$ cat src/rtl/loopback_sched_pkg.sv
// Shared types and constants for the loopback scheduler: FSM states, channel-tag width,
// default sizing and the round-robin index helper.
package loopback_sched_pkg;

  localparam int CH_W         = 3;
  localparam int CHANNELS_DEF = 7;
  localparam int BURST_DEF    = 8;

  typedef enum logic {
    IDLE = 1'b0,
    XFER = 1'b1
  } state_t;

  // Channel reached 'off' steps after 'base', wrapping at n; base and off are both below n.
  function automatic int rr_index(input int base, input int off, input int n);
    int s;
    s = base + off;
    return (s >= n) ? s - n : s;
  endfunction

endpackage

$ cat src/rtl/loopback_sched_if.sv
// Bundle of the per-channel CDC byte streams, the shared-datapath stream and its return path.
// The slave modport is the scheduler's view; the master modport is the surrounding logic's view.
interface loopback_sched_if
  import loopback_sched_pkg::*;
#(
    parameter int CHANNELS = CHANNELS_DEF
) ();

    logic [8*CHANNELS-1:0] out_data_i;
    logic [CHANNELS-1:0]   out_valid_i;
    logic [CHANNELS-1:0]   out_ready_o;
    logic [7:0]            sh_data_o;
    logic [CH_W-1:0]       sh_ch_o;
    logic                  sh_valid_o;
    logic                  sh_ready_i;
    logic [7:0]            rt_data_i;
    logic [CH_W-1:0]       rt_ch_i;
    logic                  rt_valid_i;
    logic                  rt_ready_o;
    logic [8*CHANNELS-1:0] in_data_o;
    logic [CHANNELS-1:0]   in_valid_o;
    logic [CHANNELS-1:0]   in_ready_i;
    logic                  busy_o;
    logic                  err_o;

    modport slave (
        input  out_data_i, out_valid_i, sh_ready_i, rt_data_i, rt_ch_i, rt_valid_i, in_ready_i,
        output out_ready_o, sh_data_o, sh_ch_o, sh_valid_o, rt_ready_o, in_data_o, in_valid_o,
               busy_o, err_o
    );

    modport master (
        output out_data_i, out_valid_i, sh_ready_i, rt_data_i, rt_ch_i, rt_valid_i, in_ready_i,
        input  out_ready_o, sh_data_o, sh_ch_o, sh_valid_o, rt_ready_o, in_data_o, in_valid_o,
               busy_o, err_o
    );

endinterface

$ cat src/rtl/loopback_sched_rr_pick.sv
// Combinational round-robin selector: first asserted request at or after ptr, wrapping
// from CHANNELS-1 back to 0.
module loopback_rr_pick
  import loopback_sched_pkg::*;
#(
    parameter int CHANNELS = CHANNELS_DEF
) (
    input  logic [CHANNELS-1:0] req,
    input  logic [CH_W-1:0]     ptr,
    output logic [CH_W-1:0]     grant,
    output logic                any
);

    // NOTE: every output of a combinational block gets a default first, so no path infers a latch.
    always_comb begin
        grant = '0;
        any   = |req;
        // Walk from the farthest offset down so the closest requester to ptr wins.
        for (int i = CHANNELS - 1; i >= 0; i--) begin
            if (req[CH_W'(rr_index(int'(ptr), i, CHANNELS))]) begin
                grant = CH_W'(rr_index(int'(ptr), i, CHANNELS));
            end
        end
    end

endmodule

$ cat src/rtl/loopback_sched.sv
// Time-shares one byte datapath among CHANNELS CDC OUT streams with round-robin bursts of up to
// BURST bytes, and fans returned bytes back out by tag. Optional LOOPBACK_SCHED_STATS_EN adds
// per-channel beat counters readable through stat_sel_i / stat_cnt_o.
module loopback_sched
  import loopback_sched_pkg::*;
#(
    parameter int CHANNELS = CHANNELS_DEF,
    parameter int BURST    = BURST_DEF
) (
    input  logic            clk_i,
    input  logic            rst_i,
    loopback_sched_if.slave bus
`ifdef LOOPBACK_SCHED_STATS_EN
    ,
    input  logic [2:0]      stat_sel_i,
    output logic [15:0]     stat_cnt_o
`endif
);

    localparam int CNT_W = $clog2(BURST + 1);

    state_t          state, state_nxt;
    logic [CH_W-1:0] ptr, grant, pick;
    logic [CNT_W-1:0] count;
    logic            pick_any, beat, last_beat, exit_xfer, rt_ch_ok;

    loopback_rr_pick #(.CHANNELS(CHANNELS)) u_pick (
        .req   (bus.out_valid_i),
        .ptr   (ptr),
        .grant (pick),
        .any   (pick_any)
    );

    assign beat      = (state == XFER) && bus.out_valid_i[grant] && bus.sh_ready_i;
    assign last_beat = beat && (count == CNT_W'(BURST - 1));
    // A dropped valid means no byte is on offer, so leaving then never splits a byte.
    assign exit_xfer = (state == XFER) && (!bus.out_valid_i[grant] || last_beat);

    // NOTE: sequential state uses non-blocking assignments so every register samples pre-edge values.
    always_ff @(posedge clk_i) begin
        if (rst_i) begin
            state <= IDLE;
            ptr   <= '0;
            grant <= '0;
            count <= '0;
        end else begin
            state <= state_nxt;
            if (state == IDLE && pick_any) begin
                grant <= pick;
                count <= '0;
            end else if (beat) begin
                count <= count + 1'b1;
            end
            if (exit_xfer) begin
                ptr <= (grant == CH_W'(CHANNELS - 1)) ? '0 : grant + 1'b1;
            end
        end
    end

    always_comb begin
        state_nxt = state;
        case (state)
            IDLE: if (pick_any)  state_nxt = XFER;
            XFER: if (exit_xfer) state_nxt = IDLE;
            default:             state_nxt = IDLE;
        endcase
    end

    always_comb begin
        bus.out_ready_o = '0;
        bus.sh_valid_o  = 1'b0;
        bus.sh_data_o   = bus.out_data_i[8*grant +: 8];
        bus.sh_ch_o     = grant;
        bus.busy_o      = (state == XFER);
        if (state == XFER) begin
            bus.sh_valid_o         = bus.out_valid_i[grant];
            bus.out_ready_o[grant] = bus.sh_ready_i;
        end
    end

    // Return path: independent of the FSM; bad tags are swallowed and flagged.
    assign rt_ch_ok      = int'(bus.rt_ch_i) < CHANNELS;
    assign bus.in_data_o = {CHANNELS{bus.rt_data_i}};

    always_comb begin
        bus.in_valid_o = '0;
        bus.rt_ready_o = 1'b1;
        if (rt_ch_ok) begin
            bus.in_valid_o[bus.rt_ch_i] = bus.rt_valid_i;
            bus.rt_ready_o              = bus.in_ready_i[bus.rt_ch_i];
        end
    end

    always_ff @(posedge clk_i) begin
        if (rst_i) begin
            bus.err_o <= 1'b0;
        end else if (bus.rt_valid_i && !rt_ch_ok) begin
            bus.err_o <= 1'b1;
        end
    end

`ifdef LOOPBACK_SCHED_STATS_EN
    logic [15:0] stat_mem [CHANNELS];

    // NOTE: the counters are plain flops rather than a RAM macro, so they can take the synchronous clear.
    always_ff @(posedge clk_i) begin
        if (rst_i) begin
            for (int c = 0; c < CHANNELS; c++) stat_mem[c] <= '0;
            stat_cnt_o <= '0;
        end else begin
            if (beat) stat_mem[grant] <= stat_mem[grant] + 16'd1;
            stat_cnt_o <= (int'(stat_sel_i) < CHANNELS) ? stat_mem[stat_sel_i] : '0;
        end
    end
`endif

endmodule

$ cat src/flat_wrapper.sv
// flat-port wrapper written by rule: the top's interface ports become plain ports
module loopback_sched_flat import loopback_sched_pkg::*;
#(
    parameter int CHANNELS = CHANNELS_DEF,
    parameter int BURST    = BURST_DEF
)
  (clk_i, rst_i, bus_out_data_i, bus_out_valid_i, bus_sh_ready_i, bus_rt_data_i, bus_rt_ch_i, bus_rt_valid_i, bus_in_ready_i, bus_out_ready_o, bus_sh_data_o, bus_sh_ch_o, bus_sh_valid_o, bus_rt_ready_o, bus_in_data_o, bus_in_valid_o, bus_busy_o, bus_err_o);
  loopback_sched_if #(.CHANNELS(CHANNELS)) bus_i ();
  input  logic clk_i;
  input  logic rst_i;
  input wire logic [$bits(bus_i.out_data_i)-1:0] bus_out_data_i;
  input wire logic [$bits(bus_i.out_valid_i)-1:0] bus_out_valid_i;
  input wire logic [$bits(bus_i.sh_ready_i)-1:0] bus_sh_ready_i;
  input wire logic [$bits(bus_i.rt_data_i)-1:0] bus_rt_data_i;
  input wire logic [$bits(bus_i.rt_ch_i)-1:0] bus_rt_ch_i;
  input wire logic [$bits(bus_i.rt_valid_i)-1:0] bus_rt_valid_i;
  input wire logic [$bits(bus_i.in_ready_i)-1:0] bus_in_ready_i;
  output wire logic [$bits(bus_i.out_ready_o)-1:0] bus_out_ready_o;
  output wire logic [$bits(bus_i.sh_data_o)-1:0] bus_sh_data_o;
  output wire logic [$bits(bus_i.sh_ch_o)-1:0] bus_sh_ch_o;
  output wire logic [$bits(bus_i.sh_valid_o)-1:0] bus_sh_valid_o;
  output wire logic [$bits(bus_i.rt_ready_o)-1:0] bus_rt_ready_o;
  output wire logic [$bits(bus_i.in_data_o)-1:0] bus_in_data_o;
  output wire logic [$bits(bus_i.in_valid_o)-1:0] bus_in_valid_o;
  output wire logic [$bits(bus_i.busy_o)-1:0] bus_busy_o;
  output wire logic [$bits(bus_i.err_o)-1:0] bus_err_o;
  assign bus_i.out_data_i = bus_out_data_i;
  assign bus_i.out_valid_i = bus_out_valid_i;
  assign bus_i.sh_ready_i = bus_sh_ready_i;
  assign bus_i.rt_data_i = bus_rt_data_i;
  assign bus_i.rt_ch_i = bus_rt_ch_i;
  assign bus_i.rt_valid_i = bus_rt_valid_i;
  assign bus_i.in_ready_i = bus_in_ready_i;
  assign bus_out_ready_o = bus_i.out_ready_o;
  assign bus_sh_data_o = bus_i.sh_data_o;
  assign bus_sh_ch_o = bus_i.sh_ch_o;
  assign bus_sh_valid_o = bus_i.sh_valid_o;
  assign bus_rt_ready_o = bus_i.rt_ready_o;
  assign bus_in_data_o = bus_i.in_data_o;
  assign bus_in_valid_o = bus_i.in_valid_o;
  assign bus_busy_o = bus_i.busy_o;
  assign bus_err_o = bus_i.err_o;
  loopback_sched #(.CHANNELS(CHANNELS), .BURST(BURST)) u_core (.clk_i(clk_i), .rst_i(rst_i), .bus(bus_i));
endmodule
$ cat config.mk
export PLATFORM = sky130hd
export DESIGN_NAME = loopback_sched_flat
export DESIGN_NICKNAME = d
export VERILOG_FILES = /design/src/rtl/loopback_sched_pkg.sv /design/src/rtl/loopback_sched_if.sv /design/src/rtl/loopback_sched_rr_pick.sv /design/src/rtl/loopback_sched.sv /design/src/flat_wrapper.sv
export SDC_FILE = /design/constraint.sdc
export NUM_CORES = 1
export LEC_CHECK = 0
export ABC_CLOCK_PERIOD_IN_PS = 4200
export CELL_PAD_IN_SITES_DETAIL_PLACEMENT = 0
export CELL_PAD_IN_SITES_GLOBAL_PLACEMENT = 1
export CORE_MARGIN = 3
export CORE_UTILIZATION = 28
export CTS_CLUSTER_DIAMETER = 60
export CTS_CLUSTER_SIZE = 24
export DETAILED_ROUTE_END_ITERATION = 12
export PLACE_DENSITY_LB_ADDON = 0.3
export SYNTH_ARGS = -nofsm -noshare
export SYNTH_HDL_FRONTEND = slang
export SYNTH_HIERARCHICAL = 1
export SYNTH_SLANG_ARGS = --single-unit
$ cat constraint.sdc
create_clock -name clk_i -period 4.2 [get_ports clk_i]
set_input_delay 0.63 -clock clk_i [delete_from_list [all_inputs] [get_ports clk_i]]
set_output_delay 0.63 -clock clk_i [all_outputs]
set_load 0.05 [all_outputs]
==> metrics.md <==
| Metric | Value |
|---|---|
| Status | finished clean |
| Clock Tree Root | clkbuf_16 |
| Total CTS buffers | 3 |
| Die ar. | around 13000 sq um |
| Asr flop ratio synth | 0 |
| Total Nets Final | roughly 550 |
| Crit start category | input pin |
| Top_reg_cell synth | dfxtp_1 |
| Net Count, Synth | between 500 and 600 |
| Most Frequent Cell on Critical Path | clkdlybuf4s50_1 |
| Reg2reg setup slack | 0.68 ns |
| EDFF count, synth | 0 |
| Synth Area in XOR/XNOR | 0.01599 |
| Power Dens Cells | 630.5 nW/um^2 |
| Cell Area, Synth | between 3000 and 4000 sq um |
| Worst-path cell with the longest stage delay | clkdlybuf4s50_1 |
| CTS tree | built |
| Clock slew at reported path FFs | around 0.050 ns |
| Iteration-0 DRC Markers | approximately 190 |
| Peak VDD IR | between 0.3 and 0.4 mV |
| First-pass GRT wire length | approximately 17000 microns |
| Starting Density | 0.2941 |
| Syn_area_per_cell | about 7.8 sq um |
| Sink Count | 12 |
| Cell Rows | 38 |
| Filler Cells Inserted | approximately 1200 |
| Setup slack after layout | slightly below 0.6 ns |
| Antenna Nets Post-Route | 0 |
| Setup bufs post-CTS | 0 |
| Slew @ Worst Pin | about 0.9 ns |
| Total congestion overflow | 0 |
| Area Growth Syn to Fin | 22.85% |
| WL/cell | about 18 microns |
| Drt pass-1 iters | 5 |
| Max Slew Vio Count | 0 |
| Number of diodes | 0 |
| Met1 Wirelength | ~4600 microns |
| Largest net degree at the start of global routing | 29 |
| Critical path peak fanout | 11 |
| CTS max path bufs | 2 |
| Vias in the first global route | between 3000 and 4000 |
| Hpwl dp | roughly 8300 microns |
| Post-cts resize count | 0 |
| Post-synthesis mux area share | 0.1835 |
| Top routing layer in use | met4 |
| Fmax | about 0.28 GHz |
| Synth Area in Adders | 0.05407 |
| # port buffers | approximately 110 |
| Synth Register Bits | 12 |
| Vias post-DR | 3266 |
| Register area share after synthesis | 0.07312 |
| Remaining DRCs | 0 |
| HP Class | flop to flop |
| Drt via density | about 5.5 |
| WP data arrival | roughly 3 ns |
| Final critical-path share of the clock period | 0.8611 |
| Simple-Gate Fraction of Synth Area | 0.2350 |
| Clk_skew | a little under 0.009 ns |
| Final hold viol count | 0 |
| Clk Latency, worst-skew pair | about 0.24 ns |
| Core Region | ~11000 sq um |
| Worst path max stage delay | approximately 0.73 ns |
| Routability cong. | 0.8487 |
| Max-cap violation count | 0 |
| R2R depth | 11 |
| RSZ-0062 raised after global routing | no |
| Critical-path cell list | clkdlybuf4s50_1 > nor2b_1 > o2bb2ai_1 > nor3_1 > clkdlybuf4s50_1 |
| Non-filler instance count after layout | just under 600 |
| Gr usage total | 0.1561 |
| Layout cells sized above 1 | 0.1165 |
| Pre-CTS setup slack | 0.5529 ns |
| CTS hold repair buffers | 0 |
| Power Total | roughly 0.0025 W |
| DP Cell Count | 591 |
| DR WL met3 | around 1000 microns |
| Die span in x | between 100 and 150 microns |
| Synth warn | 6 |
| Chip Height | 114.3 microns |
| Hold path cells | 2 |
| Sum Neg Setup Slack | 0 ns |
| Hold_ws | about 0.48 ns |
| H-tree depth | 1 |
| CP Capture Type | output pin |
| Reg area | about 240 sq um |
| Metal2 WL | about 5000 microns |
| Final setup viols | 0 |
| Worst Path Required | roughly 3.6 ns |
| Synth cell types | 80 |
| Largest family of logic cells by synthesized area | simple AND/OR/NAND/NOR gates |
| Compound-Gate Fraction of Synth Area | 0.2289 |
| Final WL | 10690 microns |
| Initial antenna violation count | 0 |
| Leakage | about 1.5 nW |
| Cell count after synthesis | approximately 420 |
| Max-slew headroom | 0.3902 |
| Multi-input logic area | between 2000 and 2500 sq um |
| Kind of critical path | input pin to output pin |
| I/O pin total | 170 |
| Tmin final | around 3.6 ns |
synthesized netlist by cell type (all sizes together), types with 7 or more instances:
library cell | count | share of area
mux4 | 10 | 0.069
mux2 | 8 | 0.030
nor2b | 8 | 0.018
nor2 | 38 | 0.043
o21ai | 16 | 0.024
clkbuf | 13 | 0.027
nand2 | 31 | 0.035
buf | 71 | 0.16
a21oi | 24 | 0.038
ha | 11 | 0.042
inv | 17 | 0.019
nor3 | 11 | 0.017
mux2i | 28 | 0.085
or2 | 7 | 0.013
nand3 | 10 | 0.015
dfxtp | 12 | 0.073
where the power goes:
group / leakage, nW / total, W / internal, W / switching (W)
registers: 0.0980 / 0.000196 / 0.000138 / 0.0000585
clock network: 0.0442 / 0.000198 / 0.000144 / 0.0000541
logic: 1.34 / 0.00215 / 0.000875 / 0.00128
total: 1.48 / 0.00255 / 0.00116 / 0.00139
critical path: cells and delay by family:
family,cells,cell delay (ns)
AOI/OAI and AO/OA,1,0.62
and+or+nand+nor,2,0.35
buffers and inverters,2,1.38
metal layers:
layer / global-route usage / vias up
li1: - / 1562
met1: 0.2087 / 1524
met2: 0.2693 / 156
met3: 0.02061 / 24
met4: 0.03088 / 0
met5: 0 / -
cells by family after synthesis:
| kind of cell | count (synthesis) |
|---|---|
| flops | 12 |
| simple gates | 142 |
| xor+xnor | 6 |
| mux | 46 |
| buf+inv | 101 |
| compound gates | 102 |
| fa+ha+maj | 13 |
sequential cells by signal, summed over array words and instances, names as in the netlist:
name                count
u_core/bus.err_o        1
u_core/count            4
u_core/bus.busy_o       1
u_core/bus.sh_ch_o      3
u_core/ptr              3
cells in the final DEF (no fill, tap or decap), drive strengths merged, types with 7 or more instances in the layout:
master,instances
nor2,38
nand3,10
nor2b,8
nor3,11
o21ai,16
mux4,10
mux2,8
clkdlybuf4s50,105
nand2,31
or2,7
a21oi,24
buf,8
mux2i,28
ha,11
dfxtp,12
inv,17
final timing paths:
path                                               to               start
worst max register to register  u_core/bus.sh_ch_o[0]       u_core/ptr[1]
worst min-delay path                 u_core/bus.err_o    u_core/bus.err_o
worst min register to register       u_core/bus.err_o    u_core/bus.err_o
worst max-delay path                   bus_sh_valid_o  bus_out_valid_i[5]
area by class of cell:
cell class / count / area share
repair buffers: 113 / 0.2753
clock buffers: 4 / 0.02201
well taps: 140 / 0.04340
flip-flops and latches: 12 / 0.05952
inverters: 17 / 0.01581
multi-input cells: 309 / 0.5840
through the flow:
step	instance area [sq um]	utilization
4_1_cts	4036	0.3613
2_1_floorplan	3286	-
6_report	4036	0.3613
5_1_grt	4036	0.3613
3_5_place_dp	3948	0.3533
3_3_place_gp	3948	0.3533
No activity file was read; power rests on OpenSTA's default activity.
